$ cat src/rtl/aes_ctr_driver.sv
// CTR/GCM initiator for an AES core: issues IV||ctr32 counter blocks one at a time,
// XORs each returned keystream block with the plaintext stream, and emits ciphertext.
module aes_ctr_driver #(
    parameter int          CNT_W    = 16,
    parameter logic [31:0] CTR_INIT = 32'd2
) (
    input  logic               clk,
    input  logic               rst_n,
    input  logic               i_start,
    input  logic [95:0]        i_iv,
    input  logic [CNT_W-1:0]   i_num_blocks,
    output logic               o_busy,
    output logic               o_done,
    input  logic               i_pt_valid,
    input  logic [127:0]       i_pt_data,
    output logic               o_pt_ready,
    output logic               o_ct_valid,
    output logic [127:0]       o_ct_data,
    input  logic               i_ct_ready,
    output logic               o_aes_en,
    output logic [127:0]       o_aes_block,
    input  logic               i_aes_ready,
    input  logic               i_aes_valid,
    input  logic [127:0]       i_aes_data
);

    typedef enum logic [2:0] {
        S_IDLE,
        S_ISSUE,
        S_WAIT_KS,
        S_XOR,
        S_FLUSH,
        S_DONE
    } state_t;

    state_t           state_q;
    logic [95:0]      iv_q;
    logic [31:0]      ctr_q;
    logic [CNT_W-1:0] rem_q;
    logic [127:0]     ks_q;

    logic pt_fire;
    logic ct_fire;

    assign o_busy      = (state_q != S_IDLE);
    assign o_aes_en    = (state_q == S_ISSUE) && i_aes_ready;
    assign o_pt_ready  = (state_q == S_XOR) && (!o_ct_valid || i_ct_ready);
    assign o_aes_block = {iv_q, ctr_q};

    assign pt_fire = i_pt_valid && o_pt_ready;
    assign ct_fire = o_ct_valid && i_ct_ready;

    // NOTE: every register here, including the 128-bit data holders, is plain flops
    // (not a memory), so clearing them all in the async reset branch is cheap and
    // guarantees nothing from an aborted run can leak into the next one.
    always_ff @(posedge clk or negedge rst_n) begin
        if (!rst_n) begin
            state_q    <= S_IDLE;
            iv_q       <= '0;
            ctr_q      <= '0;
            rem_q      <= '0;
            ks_q       <= '0;
            o_ct_valid <= 1'b0;
            o_ct_data  <= '0;
            o_done     <= 1'b0;
        end else begin
            // NOTE: non-blocking assignments throughout, so every branch below sees
            // the pre-edge values of state_q, rem_q and o_ct_valid.
            o_done <= 1'b0;

            // A fresh ciphertext beat takes priority over draining the current one.
            if (pt_fire) begin
                o_ct_data  <= i_pt_data ^ ks_q;
                o_ct_valid <= 1'b1;
            end else if (ct_fire) begin
                o_ct_data  <= '0;
                o_ct_valid <= 1'b0;
            end

            case (state_q)
                S_IDLE: begin
                    if (i_start) begin
                        iv_q    <= i_iv;
                        ctr_q   <= CTR_INIT;
                        rem_q   <= i_num_blocks;
                        state_q <= (i_num_blocks == '0) ? S_DONE : S_ISSUE;
                    end
                end
                S_ISSUE: begin
                    if (i_aes_ready) state_q <= S_WAIT_KS;
                end
                S_WAIT_KS: begin
                    if (i_aes_valid) begin
                        ks_q    <= i_aes_data;
                        state_q <= S_XOR;
                    end
                end
                S_XOR: begin
                    if (pt_fire) begin
                        ctr_q   <= ctr_q + 32'd1;
                        rem_q   <= rem_q - CNT_W'(1);
                        state_q <= (rem_q == CNT_W'(1)) ? S_FLUSH : S_ISSUE;
                    end
                end
                S_FLUSH: begin
                    if (!o_ct_valid || i_ct_ready) state_q <= S_DONE;
                end
                S_DONE: begin
                    o_done  <= 1'b1;
                    state_q <= S_IDLE;
                end
                default: state_q <= S_IDLE;
            endcase
        end
    end

endmodule

$ cat config.mk
export PLATFORM = sky130hd
export DESIGN_NAME = aes_ctr_driver
export DESIGN_NICKNAME = d
export VERILOG_FILES = /design/src/rtl/aes_ctr_driver.sv
export SDC_FILE = /design/constraint.sdc
export NUM_CORES = 1
export LEC_CHECK = 0
export CAP_MARGIN = 40
export CORE_AREA = 4 4 243 245
export DETAILED_ROUTE_END_ITERATION = 10
export DIE_AREA = 0 0 247 249
export GPL_ROUTABILITY_DRIVEN = 1
export HOLD_SLACK_MARGIN = 0.08
export PLACE_DENSITY = 0.61
export REMOVE_ABC_BUFFERS = 1
export SLEW_MARGIN = 20
export SYNTH_ARGS = -nofsm -noshare
export SYNTH_HDL_FRONTEND = slang
export SYNTH_SLANG_ARGS = --single-unit
$ cat constraint.sdc
create_clock -name clk -period 2.75 [get_ports clk]
set_input_delay 0.55 -clock clk [delete_from_list [all_inputs] [get_ports clk]]
set_output_delay 0.55 -clock clk [all_outputs]
set_load 0.01 [all_outputs]
==> metrics.cfg, run 1 <==
[outcome]
status = complete, no violations

[finish]
synthToLayoutAreaGrowth_pct = 53.8
nets = 2572
post_route_cells_drive_above_1_share_pct = 11.8
multiInputGateArea_um2 = 6340
nFillCells = 5295
area.sequential_um2 = 10100
postLayoutCoreUtil_pct = 45.3

[floorplanning]
std_cell_rows = 88
floorplan_die_area_um2 = 61500
io_pins = 636
fp.dieW_um = 247
start_util_pct = 29.5
design.core.area_um2 = 57100
die_h_um = 249

[global_route]
groute.usage.overall_pct = 18.5
grt-busiest-layer = met2
global_route.usage.met3_pct = 8.19
groute.layer.met1.usage_pct = 20.2
met2_usage_pct = 32.3
grt_start_max_net_pins = 134
first_pass_grt_wire_length_um = 88200
sum_of_overflow_across_all_layers_after_global_routing = 0
antenna_found_initial = 12
vias_in_the_first_global_route = 14400

[sta]
skew_ns = 0.0140
final_min_period_over_clock_period_pct = 94.2
worst-slew-pin-transition_ns = 0.669
setup_viol = 0
layout_setup_ws_ns = 0.161
maxSlewViolCount = 0
clock.fmax_ghz = 0.386
fin_crit_ns = 2.59
report.final.hold_viol_count = 0
timing.hold.ws_ns = 0.469
unrepaired_setup_endpoints_after_global_routing = false
maxSlewHeadroom_pct = 55.4

[worst_setup_path]
crit_type = flop to output pin
r2r_cells = 6
critical_path.endpoint = o_pt_ready
r2r_slack_ns = 0.38
worst_r2r_startpoint = state_q[2]$_DFFE_PN0P_
timing.critical_path.fanout_max = 11
worstSetupStartpoint = state_q[2]$_DFFE_PN0P_
setup.worst_path.end_class = output pin
worst_ep_arrival_time_ns = 2.04
critPathLaunchType = flop
crit-reg2reg-capture = ks_q[48]$_DFFE_PN0P_
cp.required_ns = 2.20

[yosys]
synthDominantCellAreaShare_pct = 60.2
post_synth_num_cell_types = 54
dominantRegCellSynth = dfrtp_1
synth_area_leaders = dfrtp_1 (60%), nand2_1 (9.9%), mux2_2 (8.6%)
yosysSeqAreaShare_pct = 60.2
synth-warning-count = 0
syn_area_um2 = 16800
postSynthRegisterBits = 405
synth_adder_area_share_pct = 0.223
synthesis.area_per_instance_um2 = 10.9
yosys.cell_count.top_type = nand2_1
simple_gate_share_of_the_synthesized_area_pct = 14.1
netlist_instances = 1550
synth_top_family_by_area = simple AND/OR/NAND/NOR gates
synth_top_cell_by_area = dfrtp_1
asr_flop_ratio_synth_pct = 100
synth_compound_area_share_pct = 6.60
edff_count_synth = 0
post_synth_mux_area_share_pct = 8.68
ys_top_cells_by_count = nand2_1 (444), dfrtp_1 (405), o21ai_0 (152), xnor2_1 (142), mux2_2 (129)
synth_xor_area_share_pct = 7.80

[hold_path]
cells_on_worst_hold_path = 2
min_path_type = flop to flop

[clock_tree]
clock-root-buffer = clkbuf_16
cts_tree = yes
cts_inserted_buffers = 47
cts-htree-levels = 2
cts.sinks = 405
worst_setup_hold_path_clk_slew_ns = 0.06
clk-insertion-delay-late_ns = 0.57
max-clock-path-buffers = 3

[place]
pre_cts_ws_ns = 0.115
place_congestion = 0.839
io_buffer_count = 635
hpwlAfterDp_um = 44100

[drt]
drt_pass1_iterations = 4
route.detailed.wl_per_inst_um = 19.7
first_iter_violations = 536
via_count = 13800
post-route-drc-count = 0
post_detailed_route_via_to_cell_ratio = 4.60
ant_nets = 0
drt-total-wl_um = 59000

[run]
maxCapViolations = 0

[power_and_ir_drop]
power.ir.vdd_worst_mv = 0.529
leakagePower_uw = 0.0109
pwr_density_cell_nw_per_um2 = 1020

## per-layer routing
layer | wire length [um] | up-vias
met2 | 28900 | 553
li1 | - | 6430
met3 | 6510 | 111
met4 | 1900 | 18
met5 | 122 | -
met1 | 21500 | 6675
## placed cells by master, fill, tap and decap left out, types with 3 or more instances in the layout
cell type        count
clkinv_2             9
clkbuf_8             9
clkbuf_1            11
nor2_1              30
nor3_1              11
nand3b_1             4
dfrtp_1            405
o22ai_1              7
buf_4               25
or2_2                3
nand4_1              6
nand3_1             12
nand2_1            444
clkinvlp_4           5
a31oi_1              3
a21oi_1             25
or4_1                5
mux2_2             129
ha_1                 3
clkbuf_16           49
diode_2              3
or3_1               10
xor2_1               8
o31ai_1              4
nor4_1              18
o21ai_0            152
inv_1               12
clkdlybuf4s50_1    634
xnor2_1            142
buf_12              16
## state kept, by name, indices dropped and copies added (netlist names)
| signal | count |
|---|---|
| state_q | 3 |
| o_ct_valid | 1 |
| rem_q | 16 |
| iv_q | 96 |
| ks_q | 128 |
| o_done | 1 |
| ctr_q | 32 |
| o_ct_data | 128 |
## kinds of logic (layout without fill, tap and decap cells)
group,Yosys count,after routing
simple gates,563,563
flops,405,405
compound gates,205,205
xor+xnor,150,150
mux,130,130
buf+inv,94,776
fa+ha+maj,3,3
other cells,0,3
## repair_timing
action / 4_1_cts / 5_1_grt
gates resized for setup: 0 / 0
buffers inserted: 0 / 0
hold buffers: 1 / 0
endpoints found under the hold margin: 40 / 0
## worst min-delay path by stage
stage	endpoint	slack, ns	startpoint
detailed placement	iv_q[22]$_DFFE_PN0P_	0.46	iv_q[22]$_DFFE_PN0P_
CTS	iv_q[0]$_DFFE_PN0P_	0.47	i_iv[0]
global route	iv_q[37]$_DFFE_PN0P_	0.49	iv_q[37]$_DFFE_PN0P_
floorplan	ctr_q[0]$_DFFE_PN0P_	0.25	rst_n
global placement	iv_q[47]$_DFFE_PN0P_	0.46	iv_q[47]$_DFFE_PN0P_
finish	iv_q[22]$_DFFE_PN0P_	0.47	iv_q[22]$_DFFE_PN0P_
## worst max-delay path: stages (launching register included)
cell	delay [ns]
dfrtp_1	0.52
nand3b_1	0.25
nor2_1	0.15
clkdlybuf4s50_1	0.55
## metrics by stage
| stage | setup TNS [ns] | area (um^2) | instances | total power (uW) |
|---|---|---|---|---|
| after floorplan | -2730.89 | 16500 | 1468 | 14900 |
| after global placement | 0 | 24300 | 2909 | 20200 |
| after detailed placement | 0 | 24300 | 2909 | 20500 |
| after CTS | 0 | 25900 | 2997 | 26900 |
| after global routing | 0 | 25900 | 2998 | 28200 |
| final | 0 | 25900 | 3000 | 26500 |
## cell type report
cell class,instances,share of cell area [%]
flip-flops and latches,405,39.1
clock inverters,18,0.580
clock buffers,69,5.37
diodes,3,0.0290
inverters,12,0.174
well taps,765,3.69
multi-input cells,1051,24.5
repair buffers,677,26.6
## power by group
group	leakage, uW	internal (uW)	switching [uW]
Combinational	0.00512	5500	4620
Clock	0.000750	3620	2580
Sequential	0.00507	8490	1650
Total	0.0109	17600	8840
(Power assumes the default switching activity.)
==> inputs of run 2 (changes only) <==
- CAP_MARGIN: 40 -> unset
- CTS_CLUSTER_SIZE: unset -> 12
- HOLD_SLACK_MARGIN: 0.08 -> unset
==> run 2 against run 1 <==
  * Fmax increased by 0.30%
  * Worst hold slack about the same
  * Critical path depth unchanged
  * First-iteration DRC count increased by 4.1%
  * Critical path type unchanged
  * Register-to-register slack about the same
  * Via count increased by 0.18%
  * Clock power about the same
  * Combinational power about the same
  * Total power about the same
  * Non-clock buffer count unchanged
  * Largest cell class unchanged
  * Core utilization about the same
  * Setup slack improved by 0.0077 ns
==> metrics.cfg, run 2 (same netlist as run 1, synthesis figures left out) <==
[outcome]
status = complete, no violations  ; unchanged

[sta]
skew_ns = 0.0135  ; was 0.0140 ns
maxSlewViolCount = 0  ; unchanged
fin_crit_ns = 2.58  ; was 2.59 ns
maxSlewHeadroom_pct = 55.3  ; was 55.4%
final.setup.tns_ns = 0  ; unchanged
clock.fmax_ghz = 0.387  ; was 0.386 GHz
final_min_period_over_clock_period_pct = 93.9  ; was 94.2%
unrepaired_setup_endpoints_after_global_routing = false  ; unchanged
worst-slew-pin-transition_ns = 0.671  ; was 0.669 ns
setup_viol = 0  ; unchanged
report.final.hold_viol_count = 0  ; unchanged

[floorplanning]
fp.dieW_um = 247  ; unchanged
design.core.area_um2 = 57100  ; unchanged
floorplan_die_area_um2 = 61500  ; unchanged
start_util_pct = 29.5  ; unchanged
die_h_um = 249  ; unchanged
io_pins = 636  ; unchanged
std_cell_rows = 88  ; unchanged

[clock_tree]
postCtsSetupBuffers = 0  ; unchanged
cts-htree-levels = 2  ; unchanged
max-clock-path-buffers = 3  ; unchanged
post_cts_hold_buffer_count = 1  ; unchanged
worst_setup_hold_path_clk_slew_ns = 0.06  ; about the same
cts.sinks = 405  ; unchanged
cts_inserted_buffers = 47  ; unchanged
clock-root-buffer = clkbuf_16  ; unchanged
post_cts.resized_instances = 0  ; unchanged
cts_tree = yes  ; unchanged
clk-insertion-delay-late_ns = 0.57  ; about the same

[hold_path]
hold_end = iv_q[22]$_DFFE_PN0P_  ; unchanged
min_path_type = flop to flop  ; unchanged
hold_path.startpoint = iv_q[22]$_DFFE_PN0P_  ; unchanged
cells_on_worst_hold_path = 2  ; unchanged

[place]
place_congestion = 0.839  ; unchanged
hpwlAfterDp_um = 44100  ; unchanged
placed_cell_area_um2 = 24300  ; unchanged
place_inst = 2909  ; unchanged
io_buffer_count = 635  ; unchanged

[finish]
nets = 2572  ; unchanged
commonest_non_fill_non_tap_cell_in_the_layout = clkdlybuf4s50_1  ; unchanged
post_route_cells_drive_above_1_share_pct = 11.7  ; was 11.8%
final-instance-count-excl-fill = 2999  ; was 3000
reg.largest.list = ks_q: 128 flops, o_ct_data: 128 flops, iv_q: 96 flops  ; unchanged
layout.cells.most_common_list = clkdlybuf4s50_1 (634), nand2_1 (444), dfrtp_1 (405)  ; unchanged
final_design_area_no_fill_um2 = 25900  ; about the same
synthToLayoutAreaGrowth_pct = 53.8  ; about the same

[power_and_ir_drop]
pwr_density_cell_nw_per_um2 = 1020  ; about the same
power.ir.vdd_worst_mv = 0.530  ; was 0.529 mV
leakagePower_uw = 0.0109  ; about the same
seqPwrFrac_pct = 38.3  ; about the same
p_sw_uw = 8850  ; was 8840 uW
cellInternalPower_uw = 17600  ; about the same
logic_gate_share_of_total_power_pct = 38.2  ; was 38.3%
p_clk_share_pct = 23.4  ; about the same
power_uw = 26500  ; about the same
netSwitchingFraction_pct = 33.4  ; about the same

[global_route]
vias_in_the_first_global_route = 14400  ; about the same
antenna_found_initial = 13  ; was 12
groute.usage.overall_pct = 18.6  ; was 18.5%
grt_start_max_net_pins = 134  ; unchanged
sum_of_overflow_across_all_layers_after_global_routing = 0  ; unchanged
first_pass_grt_wire_length_um = 88300  ; was 88200 um

[drt]
route.detailed.wl_per_inst_um = 19.7  ; about the same
drt_pass1_iterations = 5  ; was 4
drt-total-wl_um = 59100  ; was 59000 um
ant_nets = 0  ; unchanged
via_count = 13800  ; about the same
first_iter_violations = 558  ; was 536
post-route-drc-count = 0  ; unchanged
post_detailed_route_via_to_cell_ratio = 4.61  ; was 4.60

[worst_setup_path]
r2r_cells = 6  ; unchanged
crit-reg2reg-capture = ks_q[48]$_DFFE_PN0P_  ; unchanged
r2r_slack_ns = 0.39  ; was 0.38 ns
worst_ep_arrival_time_ns = 2.03  ; was 2.04 ns
worst_r2r_startpoint = state_q[2]$_DFFE_PN0P_  ; unchanged
timing.critical_path.fanout_max = 11  ; unchanged
setup.worst_path.end_class = output pin  ; unchanged
crit_type = flop to output pin  ; unchanged
cp.required_ns = 2.20  ; about the same
critPathLaunchType = flop  ; unchanged

[run]
maxCapViolations = 0  ; unchanged

run 2: changes by cell type in the layout (fill, tap and decap cells not counted), sizes merged:
cell and delta:
clkinv -1, inv +1, clkinvlp -1
run 2: critical path, cell delays in order, from the launching register on:
cell             delay [ns]
dfrtp_1                0.52
nand3b_1               0.25
nor2_1                 0.15
clkdlybuf4s50_1        0.55
run 2: cell type report:
type,count,area (um^2)
Antenna cell,3,7.51
Clock buffer,69,1390
Clock inverter,17,146
Fill cell,5297,31200
Inverter,12,45.0
Multi-Input combinational cell,1051,6340
Sequential cell,405,10100
Tap cell,765,957
Timing Repair Buffer,677,6880
run 2: how the worst max path moves through the flow:
stage                                      start                    end  slack [ns]  cells after the start
after floorplan           state_q[0]$_DFFE_PN0P_  ctr_q[29]$_DFFE_PN0P_      -12.60                      5
after global placement                   i_start  ctr_q[26]$_DFFE_PN0P_        0.12                      6
after detailed placement                 i_start  ctr_q[26]$_DFFE_PN0P_        0.12                      6
after CTS                 state_q[2]$_DFFE_PN0P_             o_pt_ready        0.14                      3
after global routing      state_q[1]$_DFFE_PN0P_             o_pt_ready        0.07                      3
final                     state_q[2]$_DFFE_PN0P_             o_pt_ready        0.17                      3
run 2: metrics by stage:
| stage | hold WS [ns] | utilization (%) | setup WS (ns) |
|---|---|---|---|
| finish | 0.469 | 45.3 | 0.168 |
| global route | 0.489 | 45.3 | 0.0655 |
| CTS | 0.465 | 45.3 | 0.135 |
| detailed placement | 0.461 | 42.6 | 0.115 |
| global placement | 0.456 | 42.6 | 0.116 |
| floorplan | 0.254 | - | -12.60 |
run 2: power by group through the flow:
stage	clock network, uW	logic [uW]	registers [uW]
after global routing	6610	11100	10500
after global placement	0	10100	10100
after detailed placement	0	10300	10200
final	6200	10100	10100
after CTS	6390	10300	10200
after floorplan	0	4290	10600
run 2: layer usage:
layer	track usage [%]	vias to the layer above	wire (um)
li1	-	6429	-
met1	20.2	6707	21500
met4	5.87	20	1920
met2	32.3	544	29000
met3	8.26	112	6520
met5	0	-	126
==> inputs of run 3 (changes only) <==
- CELL_PAD_IN_SITES_DETAIL_PLACEMENT: unset -> 2
- CELL_PAD_IN_SITES_GLOBAL_PLACEMENT: unset -> 2
- CORE_AREA: 4 4 243 245 -> unset
- CORE_MARGIN: unset -> 4
- CORE_UTILIZATION: unset -> 27
- DIE_AREA: 0 0 247 249 -> unset
- PLACE_DENSITY: 0.61 -> 0.84
==> run 3 against run 2 <==
  * Sequential share of layout area is 0.070 points lower
  * Critical path type unchanged
  * Cell count grew 2.7%
  * Global-route usage increased by 2.5 points
  * Largest cell class unchanged
  * Clock-buffer cell count is 7 higher
==> metrics.cfg, run 3 (same netlist as run 1, synthesis figures left out) <==
[worst_setup_path]
worst_path_max_delay_cell = clkdlybuf4s50_1  ; unchanged
setup.worst_path.end_class = output pin  ; unchanged
crit_chain = nand3b_1 -> nor2_1 -> clkdlybuf4s50_1  ; unchanged
cp.required_ns = 2.20  ; about the same
worst_ep_arrival_time_ns = 2.03  ; about the same
slowest_delay_ns = 0.58  ; was 0.55 ns
crit-reg2reg-capture = o_ct_data[69]$_DFFE_PN0P_  ; was ks_q[48]$_DFFE_PN0P_
r2r_slack_ns = 0.41  ; was 0.39 ns
worst_r2r_startpoint = state_q[2]$_DFFE_PN0P_  ; unchanged
critPathLaunchType = flop  ; unchanged
r2r_cells = 4  ; was 6
timing.critical_path.fanout_max = 11  ; unchanged
crit_type = flop to output pin  ; unchanged

[place]
placed_cell_area_um2 = 24500  ; was 24300 um^2
pre_cts_ws_ns = 0.0536  ; was 0.115 ns
hpwlAfterDp_um = 53900  ; was 44100 um
io_buffer_count = 635  ; unchanged
place_congestion = 0.831  ; was 0.839

[finish]
layout.cells.most_common_list = clkdlybuf4s50_1 (634), nand2_1 (444), dfrtp_1 (403)  ; was clkdlybuf4s50_1 (634), nand2_1 (444), dfrtp_1 (405)
nets = 2578  ; was 2572
nFillCells = 6399  ; was 5297
synthToLayoutAreaGrowth_pct = 54.1  ; was 53.8%
commonest_non_fill_non_tap_cell_in_the_layout = clkdlybuf4s50_1  ; unchanged
reg.largest.list = ks_q: 128 flops, o_ct_data: 128 flops, iv_q: 96 flops  ; unchanged
final_design_area_no_fill_um2 = 26000  ; was 25900 um^2
post_route_cells_drive_above_1_share_pct = 11.6  ; was 11.7%

[global_route]
antenna_found_initial = 16  ; was 13
first_pass_grt_wire_length_um = 108000  ; was 88300 um
groute.usage.overall_pct = 21.1  ; was 18.6%
grt_start_max_net_pins = 106  ; was 134
sum_of_overflow_across_all_layers_after_global_routing = 0  ; unchanged
vias_in_the_first_global_route = 17100  ; was 14400

[floorplanning]
std_cell_rows = 91  ; was 88
fp.dieW_um = 258  ; was 247 um
floorplan_die_area_um2 = 66400  ; was 61500 um^2
io_pins = 636  ; unchanged
die_h_um = 258  ; was 249 um
start_util_pct = 27.3  ; was 29.5%
design.core.area_um2 = 61700  ; was 57100 um^2

[outcome]
status = complete, no violations  ; unchanged

[drt]
first_iter_violations = 548  ; was 558
drt_pass1_iterations = 5  ; unchanged
post-route-drc-count = 0  ; unchanged
post_detailed_route_via_to_cell_ratio = 4.65  ; was 4.61
route.detailed.wl_per_inst_um = 23.3  ; was 19.7 um
via_count = 14300  ; was 13800
drt-total-wl_um = 71900  ; was 59100 um
ant_nets = 0  ; unchanged

[sta]
timing.hold.ws_ns = 0.476  ; was 0.469 ns
skew_ns = 0.0124  ; was 0.0135 ns
layout_setup_ws_ns = 0.175  ; was 0.168 ns
worst-slew-pin-transition_ns = 0.640  ; was 0.671 ns
maxSlewViolCount = 0  ; unchanged
report.final.hold_viol_count = 0  ; unchanged
fin_crit_ns = 2.58  ; about the same
final.setup.tns_ns = 0  ; unchanged
clock.fmax_ghz = 0.388  ; was 0.387 GHz
maxSlewHeadroom_pct = 57.3  ; was 55.3%
setup_viol = 0  ; unchanged
final_min_period_over_clock_period_pct = 93.6  ; was 93.9%
unrepaired_setup_endpoints_after_global_routing = false  ; unchanged

[hold_path]
min_path_type = flop to flop  ; unchanged
hold_end = iv_q[84]$_DFFE_PN0P_  ; was iv_q[22]$_DFFE_PN0P_
cells_on_worst_hold_path = 2  ; unchanged
hold_path.startpoint = iv_q[84]$_DFFE_PN0P_  ; was iv_q[22]$_DFFE_PN0P_

[clock_tree]
cts-htree-levels = 2  ; unchanged
cts.sinks = 405  ; unchanged
clk-insertion-delay-late_ns = 0.56  ; was 0.57 ns
cts_inserted_buffers = 47  ; unchanged
max-clock-path-buffers = 3  ; unchanged
cts_tree = yes  ; unchanged
clock-root-buffer = clkbuf_16  ; unchanged
worst_setup_hold_path_clk_slew_ns = 0.06  ; about the same

[power_and_ir_drop]
pwr_density_cell_nw_per_um2 = 1040  ; was 1020 nW/um^2
power.ir.vdd_worst_mv = 0.620  ; was 0.530 mV
power_uw = 27100  ; was 26500 uW
leakagePower_uw = 0.0109  ; about the same

[run]
maxCapViolations = 0  ; unchanged

-- run 3: cell types whose count changed in the layout (fill, tap and decap cells not counted), sizes merged --
| cell | delta |
|---|---|
| buf | +6 |
| diode | +10 |
| clkbuf | +7 |
| bufinv | -1 |
| clkinvlp | -4 |
| inv | -3 |
| clkinv | -6 |
-- run 3: where the power goes --
group          total (uW)  leakage, uW  switching (uW)  internal [uW]
sequential          10300      0.00507            1830           8490
combinational       10800      0.00515            5230           5560
clock                5990     0.000704            2510           3480
total               27100       0.0109            9560          17500
-- run 3: worst max-delay path: cells and delay by family, from the launching register on --
family                 cells  cell delay, ns
buffers and inverters      1            0.58
flip-flops                 1            0.51
AND/OR/NAND/NOR            2            0.38
-- run 3: routing by layer --
metal  routed length (um)  global-route usage, %
met5                   55                      0
met4                 3400                   9.66
met3                 5770                   7.19
met2                37400                   38.2
met1                25300                   22.0
-- run 3: cell type report --
type | count | area, um^2 | share of cell area (%)
Clock buffer | 76 | 1420 | 5.45
Timing Repair Buffer | 683 | 6910 | 26.6
Clock inverter | 3 | 18.8 | 0.0723
Sequential cell | 405 | 10100 | 39.1
Multi-Input combinational cell | 1051 | 6350 | 24.5
Inverter | 12 | 45.0 | 0.174
Tap cell | 837 | 1050 | 4.03
Antenna cell | 13 | 32.5 | 0.125
-- run 3: stage by stage --
stage | util (%) | cells
floorplan | - | 1468
global placement | 39.6 | 2986
detailed placement | 39.6 | 2986
CTS | 42.0 | 3066
global route | 42.0 | 3077
finish | 42.1 | 3080
-- run 3: worst max-delay path by stage --
stage	startpoint	endpoint	slack [ns]	cells past startpoint
3_3_place_gp	i_start	ctr_q[28]$_DFFE_PN0P_	0.14	7
4_1_cts	state_q[2]$_DFFE_PN0P_	o_pt_ready	0.002	3
5_1_grt	state_q[2]$_DFFE_PN0P_	o_pt_ready	0.04	3
6_report	state_q[2]$_DFFE_PN0P_	o_pt_ready	0.17	3
2_1_floorplan	state_q[0]$_DFFE_PN0P_	ctr_q[29]$_DFFE_PN0P_	-12.60	5
3_5_place_dp	i_start	ctr_q[24]$_DFFE_PN0P_	0.05	7
-- run 3: repair_timing --
item                                   4_1_cts  5_1_grt
setup endpoints to repair                    1        1
gates cloned                                 0        0
hold buffers                                 1        0
buffers inserted                             0        1
endpoints found under the hold margin       48        0
resized for setup                            2        0
